**config.mk**
```make
export PLATFORM = sky130hd
export DESIGN_NAME = tone_bank_flat
export DESIGN_NICKNAME = d
export VERILOG_FILES = /design/src/rtl/tone_bank_if.sv /design/src/rtl/tone_bank.sv /design/src/flat_wrapper.sv
export SDC_FILE = /design/constraint.sdc
export NUM_CORES = 1
export LEC_CHECK = 0
export BUFFER_PORTS_ARGS = -buffer_cell sky130_fd_sc_hd__buf_2
export CORE_AREA = 2 2 80 101
export CTS_BUF_LIST = sky130_fd_sc_hd__clkbuf_2 sky130_fd_sc_hd__clkbuf_4 sky130_fd_sc_hd__clkbuf_8
export CTS_CLUSTER_DIAMETER = 150
export DETAILED_ROUTE_END_ITERATION = 7
export DIE_AREA = 0 0 82 103
export PLACE_DENSITY = 0.75
export REMOVE_ABC_BUFFERS = 1
export SKIP_CTS_REPAIR_TIMING = 1
export SLEW_MARGIN = 20
export SYNTH_ARGS = -nofsm -noshare
export SYNTH_HDL_FRONTEND = slang
export SYNTH_SLANG_ARGS = --single-unit
```
**constraint.sdc**
```tcl
create_clock -name clk -period 2.9 [get_ports clk]
set_clock_uncertainty 0.05 [all_clocks]
set_input_delay 0.29 -clock clk [delete_from_list [all_inputs] [get_ports clk]]
set_output_delay 0.29 -clock clk [all_outputs]
set_load 0.02 [all_outputs]
```
**src/rtl/tone_bank_if.sv**
```systemverilog
// Register-file side of the tone bank: prescaler tick, shared period write port,
// per-channel phase resets and the registered tone/flip outputs.
interface tone_bank_if #(
  parameter int CHANNELS     = 3,
  parameter int COUNTER_BITS = 10
) ();
  localparam int CH_BITS = (CHANNELS > 1) ? $clog2(CHANNELS) : 1;

  logic                    enable;
  logic                    wr_en;
  logic [CH_BITS-1:0]      wr_channel;
  logic [COUNTER_BITS-1:0] wr_period;
  logic [CHANNELS-1:0]     phase_reset;
  logic [CHANNELS-1:0]     out;
  logic [CHANNELS-1:0]     flip;

  modport master (
    output enable, wr_en, wr_channel, wr_period, phase_reset,
    input  out, flip
  );

  modport slave (
    input  enable, wr_en, wr_channel, wr_period, phase_reset,
    output out, flip
  );
endinterface

```
**src/rtl/tone_bank.sv**
```systemverilog
// Bank of independent square-wave tone channels: down-counter per channel, reload on zero,
// output flip with a one-cycle strobe that also clocks the noise generator.
module tone_bank #(
  parameter int CHANNELS     = 3,
  parameter int COUNTER_BITS = 10,
  parameter int ZERO_MODE    = 0,
  parameter int SYNC_UPDATE  = 0
) (
  input  logic       clk,
  input  logic       reset,
  tone_bank_if.slave bus
);
  localparam int CH_BITS = (CHANNELS > 1) ? $clog2(CHANNELS) : 1;

  typedef logic [COUNTER_BITS-1:0] count_t;

  count_t              period_q  [CHANNELS];
  count_t              pending_q [CHANNELS];
  count_t              count_q   [CHANNELS];
  logic [CHANNELS-1:0] pend_flag;
  logic [CHANNELS-1:0] out_q;
  logic [CHANNELS-1:0] flip_q;

  logic [CHANNELS-1:0] wr_hit;
  logic [CHANNELS-1:0] reload;
  count_t              reload_src [CHANNELS];
  count_t              reload_val [CHANNELS];

  // NOTE: every signal is assigned on every path through this block, so no latch is inferred.
  always_comb begin
    for (int ch = 0; ch < CHANNELS; ch++) begin
      wr_hit[ch] = bus.wr_en && (bus.wr_channel == CH_BITS'(ch));
      reload[ch] = bus.enable && !bus.phase_reset[ch] && (count_q[ch] == '0);

      // A write landing on the reload cycle wins over both the pending and active period.
      if (wr_hit[ch]) begin
        reload_src[ch] = bus.wr_period;
      end else if ((SYNC_UPDATE != 0) && pend_flag[ch]) begin
        reload_src[ch] = pending_q[ch];
      end else begin
        reload_src[ch] = period_q[ch];
      end

      // Period 0 wraps to all-ones (TI) unless the VDP reading of one enable is selected.
      if ((ZERO_MODE != 0) && (reload_src[ch] == '0)) begin
        reload_val[ch] = '0;
      end else begin
        reload_val[ch] = reload_src[ch] - count_t'(1);
      end
    end
  end

  // NOTE: state updates use non-blocking assignments so every channel sees pre-edge values.
  always_ff @(posedge clk) begin
    if (reset) begin
      // NOTE: the period and pending registers are cleared by reset too; software relies on
      // a known period 0 after reset, so they are not left as uninitialised storage.
      for (int ch = 0; ch < CHANNELS; ch++) begin
        period_q[ch]  <= '0;
        pending_q[ch] <= '0;
        count_q[ch]   <= '0;
      end
      pend_flag <= '0;
      out_q     <= '0;
      flip_q    <= '0;
    end else begin
      for (int ch = 0; ch < CHANNELS; ch++) begin
        flip_q[ch] <= 1'b0;
        if (bus.phase_reset[ch]) begin
          count_q[ch] <= '0;
          out_q[ch]   <= 1'b0;
        end else if (reload[ch]) begin
          count_q[ch] <= reload_val[ch];
          out_q[ch]   <= ~out_q[ch];
          flip_q[ch]  <= 1'b1;
        end else if (bus.enable) begin
          count_q[ch] <= count_q[ch] - count_t'(1);
        end

        if (SYNC_UPDATE == 0) begin
          if (wr_hit[ch]) begin
            period_q[ch] <= bus.wr_period;
          end
        end else if (reload[ch]) begin
          // Whatever fed this reload becomes the active period; any pending write is consumed.
          period_q[ch]  <= reload_src[ch];
          pend_flag[ch] <= 1'b0;
        end else if (wr_hit[ch]) begin
          pending_q[ch] <= bus.wr_period;
          pend_flag[ch] <= 1'b1;
        end
      end
    end
  end

  assign bus.out  = out_q;
  assign bus.flip = flip_q;
endmodule

```
**src/flat_wrapper.sv**
```systemverilog
// flat-port wrapper written by rule: the top's interface ports become plain ports
module tone_bank_flat 
#(
  parameter int CHANNELS     = 3,
  parameter int COUNTER_BITS = 10,
  parameter int ZERO_MODE    = 0,
  parameter int SYNC_UPDATE  = 0
)
  (clk, reset, bus_enable, bus_wr_en, bus_wr_channel, bus_wr_period, bus_phase_reset, bus_out, bus_flip);
  tone_bank_if #(.CHANNELS(CHANNELS), .COUNTER_BITS(COUNTER_BITS)) bus_i ();
  input  logic clk;
  input  logic reset;
  input wire logic [$bits(bus_i.enable)-1:0] bus_enable;
  input wire logic [$bits(bus_i.wr_en)-1:0] bus_wr_en;
  input wire logic [$bits(bus_i.wr_channel)-1:0] bus_wr_channel;
  input wire logic [$bits(bus_i.wr_period)-1:0] bus_wr_period;
  input wire logic [$bits(bus_i.phase_reset)-1:0] bus_phase_reset;
  output wire logic [$bits(bus_i.out)-1:0] bus_out;
  output wire logic [$bits(bus_i.flip)-1:0] bus_flip;
  assign bus_i.enable = bus_enable;
  assign bus_i.wr_en = bus_wr_en;
  assign bus_i.wr_channel = bus_wr_channel;
  assign bus_i.wr_period = bus_wr_period;
  assign bus_i.phase_reset = bus_phase_reset;
  assign bus_out = bus_i.out;
  assign bus_flip = bus_i.flip;
  tone_bank #(.CHANNELS(CHANNELS), .COUNTER_BITS(COUNTER_BITS), .ZERO_MODE(ZERO_MODE), .SYNC_UPDATE(SYNC_UPDATE)) u_core (.clk(clk), .reset(reset), .bus(bus_i));
endmodule
```
==> summary.txt, run 1 <==
Status
  – Status: finished clean

Floorplan
  – Io pins: 25
  – Die area: 0.00845 sq mm
  – Core Rows: 36
  – Die Ht: 103 microns
  – Die Width: 82 microns
  – Initial Utilization: 53.2%
  – Core Region: 0.00757 sq mm

STA
  – Slew Viols, Final: 0
  – Slew @ Worst Pin: 656 ps
  – Unrepaired setup endpoints after global routing: no
  – FMAX: 363 MHz
  – Setup Viol. Count Final: 0
  – Tcrit/Tclk final: 95.0%
  – TNS Setup: 0 ps
  – Hold WS: 83.8 ps
  – Crit path time final: 2760 ps
  – Final hold viol count: 0
  – Rel. slew slack: 55.9%

Critical path
  – Startpoint Class: flip-flop
  – CP Cell Sequence: or4_4 > o41a_1 > nor2_1 > a21oi_2 > ha_2 > o21ai_4 > nor3_1 > or3_1 > a21oi_2
  – Critical path's top delay family: simple AND/OR/NAND/NOR gates
  – Required time worst endpoint: 3060 ps
  – Critical path buffer and inverter count: 0
  – Worst-path fanout max: 5
  – CP endpoint kind: flip-flop
  – Crit path DAT: 2920 ps
  – CP Class: flip-flop to flip-flop
  – CP max-delay cell: or4_4
  – CP max stage delay: 530 ps
  – CP most frequent cell: a21oi_2

Detailed routing
  – Routed Antenna Nets: 0
  – M1 WL: 3720 microns
  – Via Count: 3006
  – DR top layer: met4
  – Routed len/inst: 17.9 microns
  – Drt first pass iters: 4
  – Final WL: 9180 microns
  – 1st-iter DRT viols: 166
  – Met2 wire length: 4820 microns
  – Vias per std cell: 5.87
  – Met3 routed WL: 345 microns
  – Remaining DRCs: 0

Finish
  – Antenna diode count: 0
  – P&R area growth vs syn: 12.6%
  – NumNets Final: 438
  – Share of layout cells above drive strength 1: 18.5%

Place
  – Post-detail-place hpwl: 6920 microns
  – Routability cong.: 0.924
  – IO buf count: 24

Power and ir drop
  – Comb power frac: 21.2%
  – PD cells: 522 mW/mm^2
  – Sw Share: 30.0%
  – Pleak: 1.85 nW
  – Switch Pwr: 0.000709 W
  – Flop pwr share: 50.2%
  – Clock share of power: 28.6%
  – Final Total Pwr: 0.00236 W
  – Internal: 0.00165 W
  – Maximum VDD drop: 0.000274 V

GRT
  – Initial antenna violation count: 0
  – Vias in the first global route: 2959
  – Largest net degree at the start of global routing: 15
  – First-pass GRT wire length: 14600 microns
  – Total grt overflow: 0
  – Total Routing Usage GR: 23.8%

Clock tree
  – CTS HTree Levels: 3
  – Clock buffer depth: 2
  – Worst skew pair latency: 350 ps
  – Clock transition at the registers of the reported paths: 70 ps
  – CTS tree: done
  – Root Buffer: clkbuf_8
  – Total CTS buffers: 9
  – TritonCTS Sinks: 66

Hold path
  – Tightest Hold Check Type: primary input to flip-flop

Yosys
  – Leading area contributor after synthesis: edfxtp_1
  – Async set-reset flop share out of synthesis: 0%
  – Seq/Total Area, Yosys: 47.8%
  – EDFF count, synth: 60
  – Yosys top cell area share: 44.8%
  – Post-Synthesis Cells: 371
  – Yosys cell types: 58
  – Synthesized cell area: 0.00402 sq mm
  – Dominant synthesized flop cell: edfxtp_1
  – Syn avg cell area: 10.8 sq um
  – Synth area leaders: edfxtp_1 45%, mux2i_1 7.5%, xnor2_1 5.0%
  – Yosys reg bits: 66
  – Yosys warning count: 0

Job
  – Max_cap viols: 0
[per-stage QoR]
step / util, % / std cells / area, sq um / setup slack [ps]
6_report: 59.9 / 512 / 4530 / 144
5_1_grt: 59.9 / 512 / 4530 / 23.8
4_1_cts: 59.4 / 512 / 4500 / 72.6
3_5_place_dp: 57.2 / 496 / 4330 / 84.9
3_3_place_gp: 57.2 / 496 / 4330 / 200
2_1_floorplan: - / 359 / 3960 / 85.1
[cell type report]
cell class | count | area [sq um]
fill | 661 | 3040
multi-input combinational | 280 | 2020
clock buffer | 10 | 131
clock inverter | 6 | 33.8
tap | 95 | 119
sequential | 66 | 1920
timing repair buffer | 42 | 255
inverter | 13 | 48.8
[registers in the layout, summed over array words and instances (netlist names)]
| register | flops |
|---|---|
| u_core.count_q | 30 |
| u_core.bus.out | 3 |
| u_core.bus.flip | 3 |
| u_core.period_q | 30 |
[layer usage]
layer	global-route usage, %	up-vias
met1	27.2	1435
met5	0	-
met4	12.2	0
met3	4.29	25
met2	41.9	69
li1	-	1477
[path summary, 6_finish.rpt]
kind | cells past startpoint | end | startpoint | slack [ps]
max | 9 | u_core.count_q[2][6]$_SDFFCE_PN0P_ | u_core.count_q[2][7]$_SDFFCE_PN0P_ | 140
min | 2 | u_core.bus.out[0]$_SDFFE_PP0P_ | bus_phase_reset[0] | 80
max reg2reg | 9 | u_core.count_q[2][6]$_SDFFCE_PN0P_ | u_core.count_q[2][7]$_SDFFCE_PN0P_ | 140
min reg2reg | 2 | u_core.bus.out[0]$_SDFFE_PP0P_ | u_core.bus.out[0]$_SDFFE_PP0P_ | 500
[kinds of logic (layout without fill, tap and decap cells)]
group	Yosys count	count (layout)	synth area share, %
AND/OR/NAND/NOR	139	139	19.2
multiplexers	36	36	9.14
buffers and inverters	25	71	2.86
AO/OA/AOI/OAI	55	55	9.55
adder cells (fa/ha/maj)	7	7	2.18
XOR/XNOR	43	43	9.36
flip-flops	66	66	47.8
[placed cells by master (no fill, tap or decap), types with 12 or more instances in the layout]
master,count
inv_1,13
xor2_1,20
nand2_1,17
buf_4,18
nor2_1,27
nor3_1,23
buf_2,24
o22ai_1,17
and2_1,12
nand3_1,17
edfxtp_1,60
xnor2_1,23
mux2i_1,30
[Yosys cell counts (all sizes together) (5+ instances only)]
| library cell | instances |
|---|---|
| nor2 | 28 |
| edfxtp | 60 |
| nor3 | 23 |
| or3 | 11 |
| xnor2 | 23 |
| a21oi | 12 |
| mux2 | 6 |
| ha | 7 |
| xor2 | 20 |
| clkbuf | 7 |
| nand3 | 17 |
| nand2 | 17 |
| and2 | 12 |
| dfxtp | 6 |
| inv | 13 |
| mux2i | 30 |
| nor4 | 5 |
| nand3b | 5 |
| o21ai | 7 |
| o22ai | 17 |
[power by group through the flow]
stage	Sequential [W]	Combinational, W	Clock [W]
after floorplan	0.00119	0.000344	0
after global placement	0.00120	0.000482	0
after detailed placement	0.00121	0.000485	0
after CTS	0.00118	0.000490	0.000680
after global routing	0.00120	0.000551	0.000728
final	0.00119	0.000501	0.000675
(Power assumes the default switching activity.)
==> run 2, diff against run 1 <==
--- a/config.mk
+++ b/config.mk
@@ -6,14 +6,15 @@
 export NUM_CORES = 1
 export LEC_CHECK = 0
 export BUFFER_PORTS_ARGS = -buffer_cell sky130_fd_sc_hd__buf_2
-export CORE_AREA = 2 2 80 101
+export CORE_AREA = 3 3 81 102
 export CTS_BUF_LIST = sky130_fd_sc_hd__clkbuf_2 sky130_fd_sc_hd__clkbuf_4 sky130_fd_sc_hd__clkbuf_8
 export CTS_CLUSTER_DIAMETER = 150
 export DETAILED_ROUTE_END_ITERATION = 7
-export DIE_AREA = 0 0 82 103
+export DIE_AREA = 0 0 84 105
 export PLACE_DENSITY = 0.75
 export REMOVE_ABC_BUFFERS = 1
 export SKIP_CTS_REPAIR_TIMING = 1
+export SKIP_LAST_GASP = 1
 export SLEW_MARGIN = 20
 export SYNTH_ARGS = -nofsm -noshare
 export SYNTH_HDL_FRONTEND = slang
==> run 2 against run 1 <==
Compared with the run above:
- cell count is 1.6% lower
- first-iteration DRC count rose by 17%
- via count is 1.9% higher
- register-to-register slack improved by 30 ps
- routed wire length grew 0.36%
- core utilization up 0.79 points
- non-clock buffer count fell by 5
- worst setup slack better by 27 ps
- clock-buffer cell count fell by 1
- highest routed layer unchanged
==> summary.txt, run 2 (same netlist as run 1, synthesis figures left out) <==
Power and ir drop
  – Sw Share: 29.2% (was 30.0%)
  – Internal: 0.00173 W (was 0.00165 W)
  – Pleak: 1.84 nW (was 1.85 nW)
  – Comb power frac: 20.0% (was 21.2%)
  – Clock share of power: 31.4% (was 28.6%)
  – Final Total Pwr: 0.00244 W (was 0.00236 W)
  – Maximum VDD drop: 0.000277 V (was 0.000274 V)
  – PD cells: 544 mW/mm^2 (was 522 mW/mm^2)
  – Flop pwr share: 48.6% (was 50.2%)
  – Switch Pwr: 0.000714 W (was 0.000709 W)

Finish
  – Most frequent cells in the layout: 60 x edfxtp_1, 30 x mux2i_1, 28 x nor2_1 (was 60 x edfxtp_1, 30 x mux2i_1, 27 x nor2_1)
  – Antenna diode count: 0 (unchanged)
  – Most common cell after layout, fill and taps aside: edfxtp_1 (unchanged)
  – Largest registers: u_core.count_q: 30 flops, u_core.period_q: 30 flops (unchanged)
  – Share of layout cells above drive strength 1: 16.7% (was 18.5%)
  – Fillers: 610 (was 661)
  – Layout Cells excl Fill: 504 (was 512)
  – NumNets Final: 433 (was 438)
  – P&R area growth vs syn: 11.5% (was 12.6%)

Critical path
  – Worst-path fanout max: 5 (unchanged)
  – CP Class: flip-flop to flip-flop (unchanged)
  – Worst R2R Setup Slack: 170 ps (was 140 ps)
  – FF-to-FF path depth: 8 (was 9)
  – Required time worst endpoint: 2940 ps (was 3060 ps)
  – Crit path from: u_core.count_q[2][7]$_SDFFCE_PN0P_ (unchanged)
  – CP endpoint: u_core.count_q[2][6]$_SDFFCE_PN0P_ (unchanged)
  – Crit path DAT: 2770 ps (was 2920 ps)
  – R2R Path End: u_core.count_q[2][6]$_SDFFCE_PN0P_ (unchanged)
  – Startpoint Class: flip-flop (unchanged)
  – CP endpoint kind: flip-flop (unchanged)
  – Reg2reg start: u_core.count_q[2][7]$_SDFFCE_PN0P_ (unchanged)

GRT
  – Initial antenna violation count: 0 (unchanged)
  – Largest net degree at the start of global routing: 17 (was 15)
  – Total grt overflow: 0 (unchanged)
  – Total Routing Usage GR: 21.8% (was 23.8%)
  – Vias in the first global route: 3096 (was 2959)
  – First-pass GRT wire length: 15100 microns (was 14600 microns)

Detailed routing
  – Drt first pass iters: 6 (was 4)
  – 1st-iter DRT viols: 194 (was 166)
  – Remaining DRCs: 0 (unchanged)
  – Routed Antenna Nets: 0 (unchanged)
  – Via Count: 3064 (was 3006)
  – Vias per std cell: 6.08 (was 5.87)
  – Final WL: 9210 microns (was 9180 microns)
  – Routed len/inst: 18.3 microns (was 17.9 microns)

Clock tree
  – Clock transition at the registers of the reported paths: 70 ps (about the same)
  – TritonCTS Sinks: 66 (unchanged)
  – Root Buffer: clkbuf_8 (unchanged)
  – Total CTS buffers: 9 (unchanged)
  – Worst skew pair latency: 350 ps (about the same)
  – CTS tree: done (unchanged)
  – CTS HTree Levels: 3 (unchanged)
  – Clock buffer depth: 2 (unchanged)

Place
  – Post-detail-place hpwl: 6910 microns (was 6920 microns)
  – Dpl cells: 486 (was 496)
  – IO buf count: 24 (unchanged)
  – Routability cong.: 0.969 (was 0.924)
  – Pre-CTS setup slack: 115 ps (was 84.9 ps)

STA
  – Setup Viol. Count Final: 0 (unchanged)
  – Crit path time final: 2730 ps (was 2760 ps)
  – Final WS setup: 171 ps (was 144 ps)
  – Final hold viol count: 0 (unchanged)
  – Rel. slew slack: 53.6% (was 55.9%)
  – FMAX: 366 MHz (was 363 MHz)
  – Slew @ Worst Pin: 690 ps (was 656 ps)
  – Hold WS: 74.0 ps (was 83.8 ps)
  – Slew Viols, Final: 0 (unchanged)
  – Tcrit/Tclk final: 94.1% (was 95.0%)

Floorplan
  – Core Region: 0.00740 sq mm (was 0.00757 sq mm)
  – Initial Utilization: 54.4% (was 53.2%)
  – Io pins: 25 (unchanged)
  – Die area: 0.00882 sq mm (was 0.00845 sq mm)
  – Die Ht: 105 microns (was 103 microns)
  – Core Rows: 35 (was 36)
  – Die Width: 84 microns (was 82 microns)

Job
  – Max_cap viols: 0 (unchanged)

Hold path
  – Tightest Hold Check Type: primary input to flip-flop (unchanged)

Status
  – Status: finished clean (unchanged)
run 2: changes by cell type in the layout (fill, tap and decap cells not counted), sizes merged:
cell      delta
buf          -5
bufinv       +1
clkbuf       -1
clkinv       +1
clkinvlp     -1
run 2: worst max-delay path: stages (launching register included):
cell and delay, ps:
edfxtp_1 440, or4_4 590, o41a_1 390, a21oi_1 200, ha_1 210, o21ai_2 90
nor4b_2 300, or3_1 170, a21oi_2 50
run 2: area by class of cell:
class	instances	area [sq um]	share of cell area, %
clock buffers	9	124	2.76
clock inverters	7	70.1	1.56
inverters	13	48.8	1.09
multi-input cells	280	1990	44.4
flip-flops and latches	66	1920	42.8
well taps	92	115	2.56
repair buffers	37	218	4.85
run 2: per-stage QoR:
| stage | instance area, sq um | utilization [%] | setup TNS [ps] |
|---|---|---|---|
| final | 4490 | 60.6 | 0 |
| after global routing | 4490 | 60.6 | -4.66 |
| after CTS | 4470 | 60.4 | 0 |
| after detailed placement | 4280 | 57.8 | 0 |
| after global placement | 4280 | 57.8 | 0 |
| after floorplan | 3960 | - | 0 |
run 2: power groups by stage:
stage / logic (W) / registers, W / clock network (W)
6_report: 0.000489 / 0.00119 / 0.000766
5_1_grt: 0.000540 / 0.00120 / 0.000817
4_1_cts: 0.000483 / 0.00118 / 0.000784
3_5_place_dp: 0.000479 / 0.00121 / 0
3_3_place_gp: 0.000471 / 0.00120 / 0
2_1_floorplan: 0.000344 / 0.00119 / 0
run 2: worst min-delay path by stage:
stage,depth (start not counted),slack [ps],to,startpoint
6_report,2,70,u_core.bus.out[0]$_SDFFE_PP0P_,bus_phase_reset[0]
5_1_grt,2,80,u_core.bus.out[0]$_SDFFE_PP0P_,bus_phase_reset[0]
4_1_cts,2,60,u_core.bus.out[0]$_SDFFE_PP0P_,bus_phase_reset[0]
3_5_place_dp,2,430,u_core.bus.out[0]$_SDFFE_PP0P_,bus_phase_reset[0]
3_3_place_gp,2,430,u_core.bus.out[0]$_SDFFE_PP0P_,bus_phase_reset[0]
2_1_floorplan,1,320,u_core.bus.out[0]$_SDFFE_PP0P_,bus_phase_reset[0]
run 2: layer usage:
metal	share of wire, %	track usage [%]	up-vias
met3	4.2	2.52	28
li1	-	-	1470
met5	0	0	-
met4	2.8	11.5	0
met1	40	25.2	1476
met2	53	38.9	90
==> run 3, diff against run 2 <==
--- a/config.mk
+++ b/config.mk
@@ -7,7 +7,7 @@
 export LEC_CHECK = 0
 export BUFFER_PORTS_ARGS = -buffer_cell sky130_fd_sc_hd__buf_2
 export CORE_AREA = 3 3 81 102
-export CTS_BUF_LIST = sky130_fd_sc_hd__clkbuf_2 sky130_fd_sc_hd__clkbuf_4 sky130_fd_sc_hd__clkbuf_8
+export CTS_BUF_LIST = sky130_fd_sc_hd__clkbuf_16
 export CTS_CLUSTER_DIAMETER = 150
 export DETAILED_ROUTE_END_ITERATION = 7
 export DIE_AREA = 0 0 84 105
==> run 3 against run 2 <==
Compared with the run above:
- core utilization is 1.4 points higher
- power grew 13%
- via count rose by 0.23%
- clock-buffer cell count unchanged
- sequential power hardly changed
- register-to-register slack barely moved
- critical path depth did not move
- combinational power hardly changed
- fmax about the same
- worst setup slack barely moved
- critical endpoint unchanged
- largest cell class unchanged
- largest power group unchanged
==> summary.txt, run 3 (same netlist as run 1, synthesis figures left out) <==
Finish
  – Layout Cells excl Fill: 504 (unchanged)
  – Antenna diode count: 0 (unchanged)
  – Fillers: 592 (was 610)
  – Util after Layout: 62.0% (was 60.6%)
  – Largest registers: u_core.count_q: 30 flops, u_core.period_q: 30 flops (unchanged)
  – P&R area growth vs syn: 14.1% (was 11.5%)
  – NumNets Final: 433 (unchanged)
  – Most common cell after layout, fill and taps aside: edfxtp_1 (unchanged)
  – Share of layout cells above drive strength 1: 16.7% (unchanged)
  – Most frequent cells in the layout: 60 x edfxtp_1, 30 x mux2i_1, 28 x nor2_1 (unchanged)

Critical path
  – Worst R2R Setup Slack: 170 ps (about the same)
  – Worst-path fanout max: 5 (unchanged)
  – Required time worst endpoint: 2920 ps (was 2940 ps)
  – Crit path from: u_core.count_q[2][7]$_SDFFCE_PN0P_ (unchanged)
  – CP Class: flip-flop to flip-flop (unchanged)
  – CP endpoint kind: flip-flop (unchanged)
  – FF-to-FF path depth: 8 (unchanged)
  – Startpoint Class: flip-flop (unchanged)
  – R2R Path End: u_core.count_q[2][6]$_SDFFCE_PN0P_ (unchanged)
  – Crit path DAT: 2750 ps (was 2770 ps)
  – Reg2reg start: u_core.count_q[2][7]$_SDFFCE_PN0P_ (unchanged)

Clock tree
  – Clock transition at the registers of the reported paths: 60 ps (was 70 ps)
  – Total CTS buffers: 9 (unchanged)
  – Clock buffer depth: 2 (unchanged)
  – Worst skew pair latency: 330 ps (was 350 ps)
  – CTS HTree Levels: 3 (unchanged)
  – TritonCTS Sinks: 66 (unchanged)
  – Root Buffer: clkbuf_16 (was clkbuf_8)
  – CTS tree: done (unchanged)

GRT
  – Vias in the first global route: 3148 (was 3096)
  – Largest net degree at the start of global routing: 17 (unchanged)
  – First-pass GRT wire length: 15300 microns (was 15100 microns)
  – Total Routing Usage GR: 22.2% (was 21.8%)
  – GR Layer Usage met2: 39.4% (was 38.9%)
  – Initial antenna violation count: 0 (unchanged)
  – Total grt overflow: 0 (unchanged)
  – Met1 Use GR: 25.3% (was 25.2%)
  – Busiest grt layer: met2 (unchanged)
  – Met3 usage: 3.23% (was 2.52%)

Place
  – Routability cong.: 0.969 (unchanged)
  – Dpl cells: 486 (unchanged)
  – IO buf count: 24 (unchanged)
  – Pre-CTS setup slack: 115 ps (unchanged)
  – Post-detail-place hpwl: 6910 microns (unchanged)

STA
  – Final hold viol count: 0 (unchanged)
  – Tcrit/Tclk final: 94.1% (about the same)
  – Final WS setup: 171 ps (about the same)
  – Rel. slew slack: 52.3% (was 53.6%)
  – Setup Viol. Count Final: 0 (unchanged)
  – TNS Setup: 0 ps (unchanged)
  – Crit path time final: 2730 ps (about the same)
  – Slew Viols, Final: 0 (unchanged)
  – Slew @ Worst Pin: 711 ps (was 690 ps)
  – FMAX: 366 MHz (about the same)

Hold path
  – Min-delay src: bus_phase_reset[0] (unchanged)
  – Min-Delay Endpoint: u_core.bus.out[0]$_SDFFE_PP0P_ (unchanged)
  – Tightest Hold Check Type: primary input to flip-flop (unchanged)
  – Hold path depth: 2 (unchanged)

Floorplan
  – Core Region: 0.00740 sq mm (unchanged)
  – Core Rows: 35 (unchanged)
  – Initial Utilization: 54.4% (unchanged)
  – Die area: 0.00882 sq mm (unchanged)
  – Die Ht: 105 microns (unchanged)
  – Io pins: 25 (unchanged)
  – Die Width: 84 microns (unchanged)

Job
  – Max_cap viols: 0 (unchanged)

Detailed routing
  – 1st-iter DRT viols: 162 (was 194)
  – Vias per std cell: 6.09 (was 6.08)
  – Final WL: 9340 microns (was 9210 microns)
  – Remaining DRCs: 0 (unchanged)
  – Via Count: 3071 (was 3064)
  – Drt first pass iters: 4 (was 6)
  – Routed len/inst: 18.5 microns (was 18.3 microns)
  – Routed Antenna Nets: 0 (unchanged)

Power and ir drop
  – PD cells: 601 mW/mm^2 (was 544 mW/mm^2)
  – Comb power frac: 17.8% (was 20.0%)
  – Sw Share: 27.5% (was 29.2%)
  – Flop pwr share: 43.1% (was 48.6%)
  – Pleak: 1.88 nW (was 1.84 nW)
  – Maximum VDD drop: 0.000391 V (was 0.000277 V)
  – Internal: 0.00200 W (was 0.00173 W)
  – Clock share of power: 39.1% (was 31.4%)
  – Switch Pwr: 0.000759 W (was 0.000714 W)
  – Final Total Pwr: 0.00276 W (was 0.00244 W)

Status
  – Status: finished clean (unchanged)
==> run 3: cell counts in the layout (fill, tap and decap cells not counted) <==
No cell type changed its count.
==> run 3: worst max path at each step <==
stage	to	cells past startpoint	slack, ps
2_1_floorplan	u_core.count_q[2][6]$_SDFFCE_PN0P_	8	90
5_1_grt	u_core.count_q[2][6]$_SDFFCE_PN0P_	8	-1
3_5_place_dp	u_core.count_q[2][6]$_SDFFCE_PN0P_	9	110
4_1_cts	u_core.count_q[2][6]$_SDFFCE_PN0P_	9	100
3_3_place_gp	u_core.count_q[2][6]$_SDFFCE_PN0P_	8	200
6_report	u_core.count_q[2][6]$_SDFFCE_PN0P_	8	170
==> run 3: metrics by stage <==
step / hold slack (ps) / instance area (sq um)
5_1_grt: 105 / 4590
3_5_place_dp: 430 / 4280
2_1_floorplan: 317 / 3960
3_3_place_gp: 432 / 4280
4_1_cts: 85.2 / 4570
6_report: 92.7 / 4590
==> run 3: cell type report <==
class / instances / area (sq um) / share of cell area (%)
repair buffers: 37 / 218 / 4.74
multi-input cells: 280 / 1990 / 43.4
well taps: 92 / 115 / 2.51
clock inverters: 7 / 70.1 / 1.53
flip-flops and latches: 66 / 1920 / 41.9
inverters: 13 / 48.8 / 1.06
clock buffers: 9 / 225 / 4.91
==> run 3: worst max-delay path: stages, from the launching register on <==
cell and delay (ps):
edfxtp_1 430, or4_4 590, o41a_1 400, a21oi_1 200, ha_1 210, o21ai_2 90
nor4b_2 300, or3_1 170, a21oi_2 50
==> run 3: power groups by stage <==
stage	logic [W]	registers, W	clock network (W)
after CTS	0.000485	0.00119	0.00109
after global placement	0.000471	0.00120	0
after floorplan	0.000344	0.00119	0
after detailed placement	0.000479	0.00121	0
after global routing	0.000541	0.00120	0.00112
final	0.000490	0.00119	0.00108
==> run 3: metal layers <==
metal / up-vias / part of all wire [%]
met5: - / 0
met2: 84 / 54
li1: 1469 / -
met4: 0 / 2.7
met1: 1496 / 40
met3: 22 / 3.4
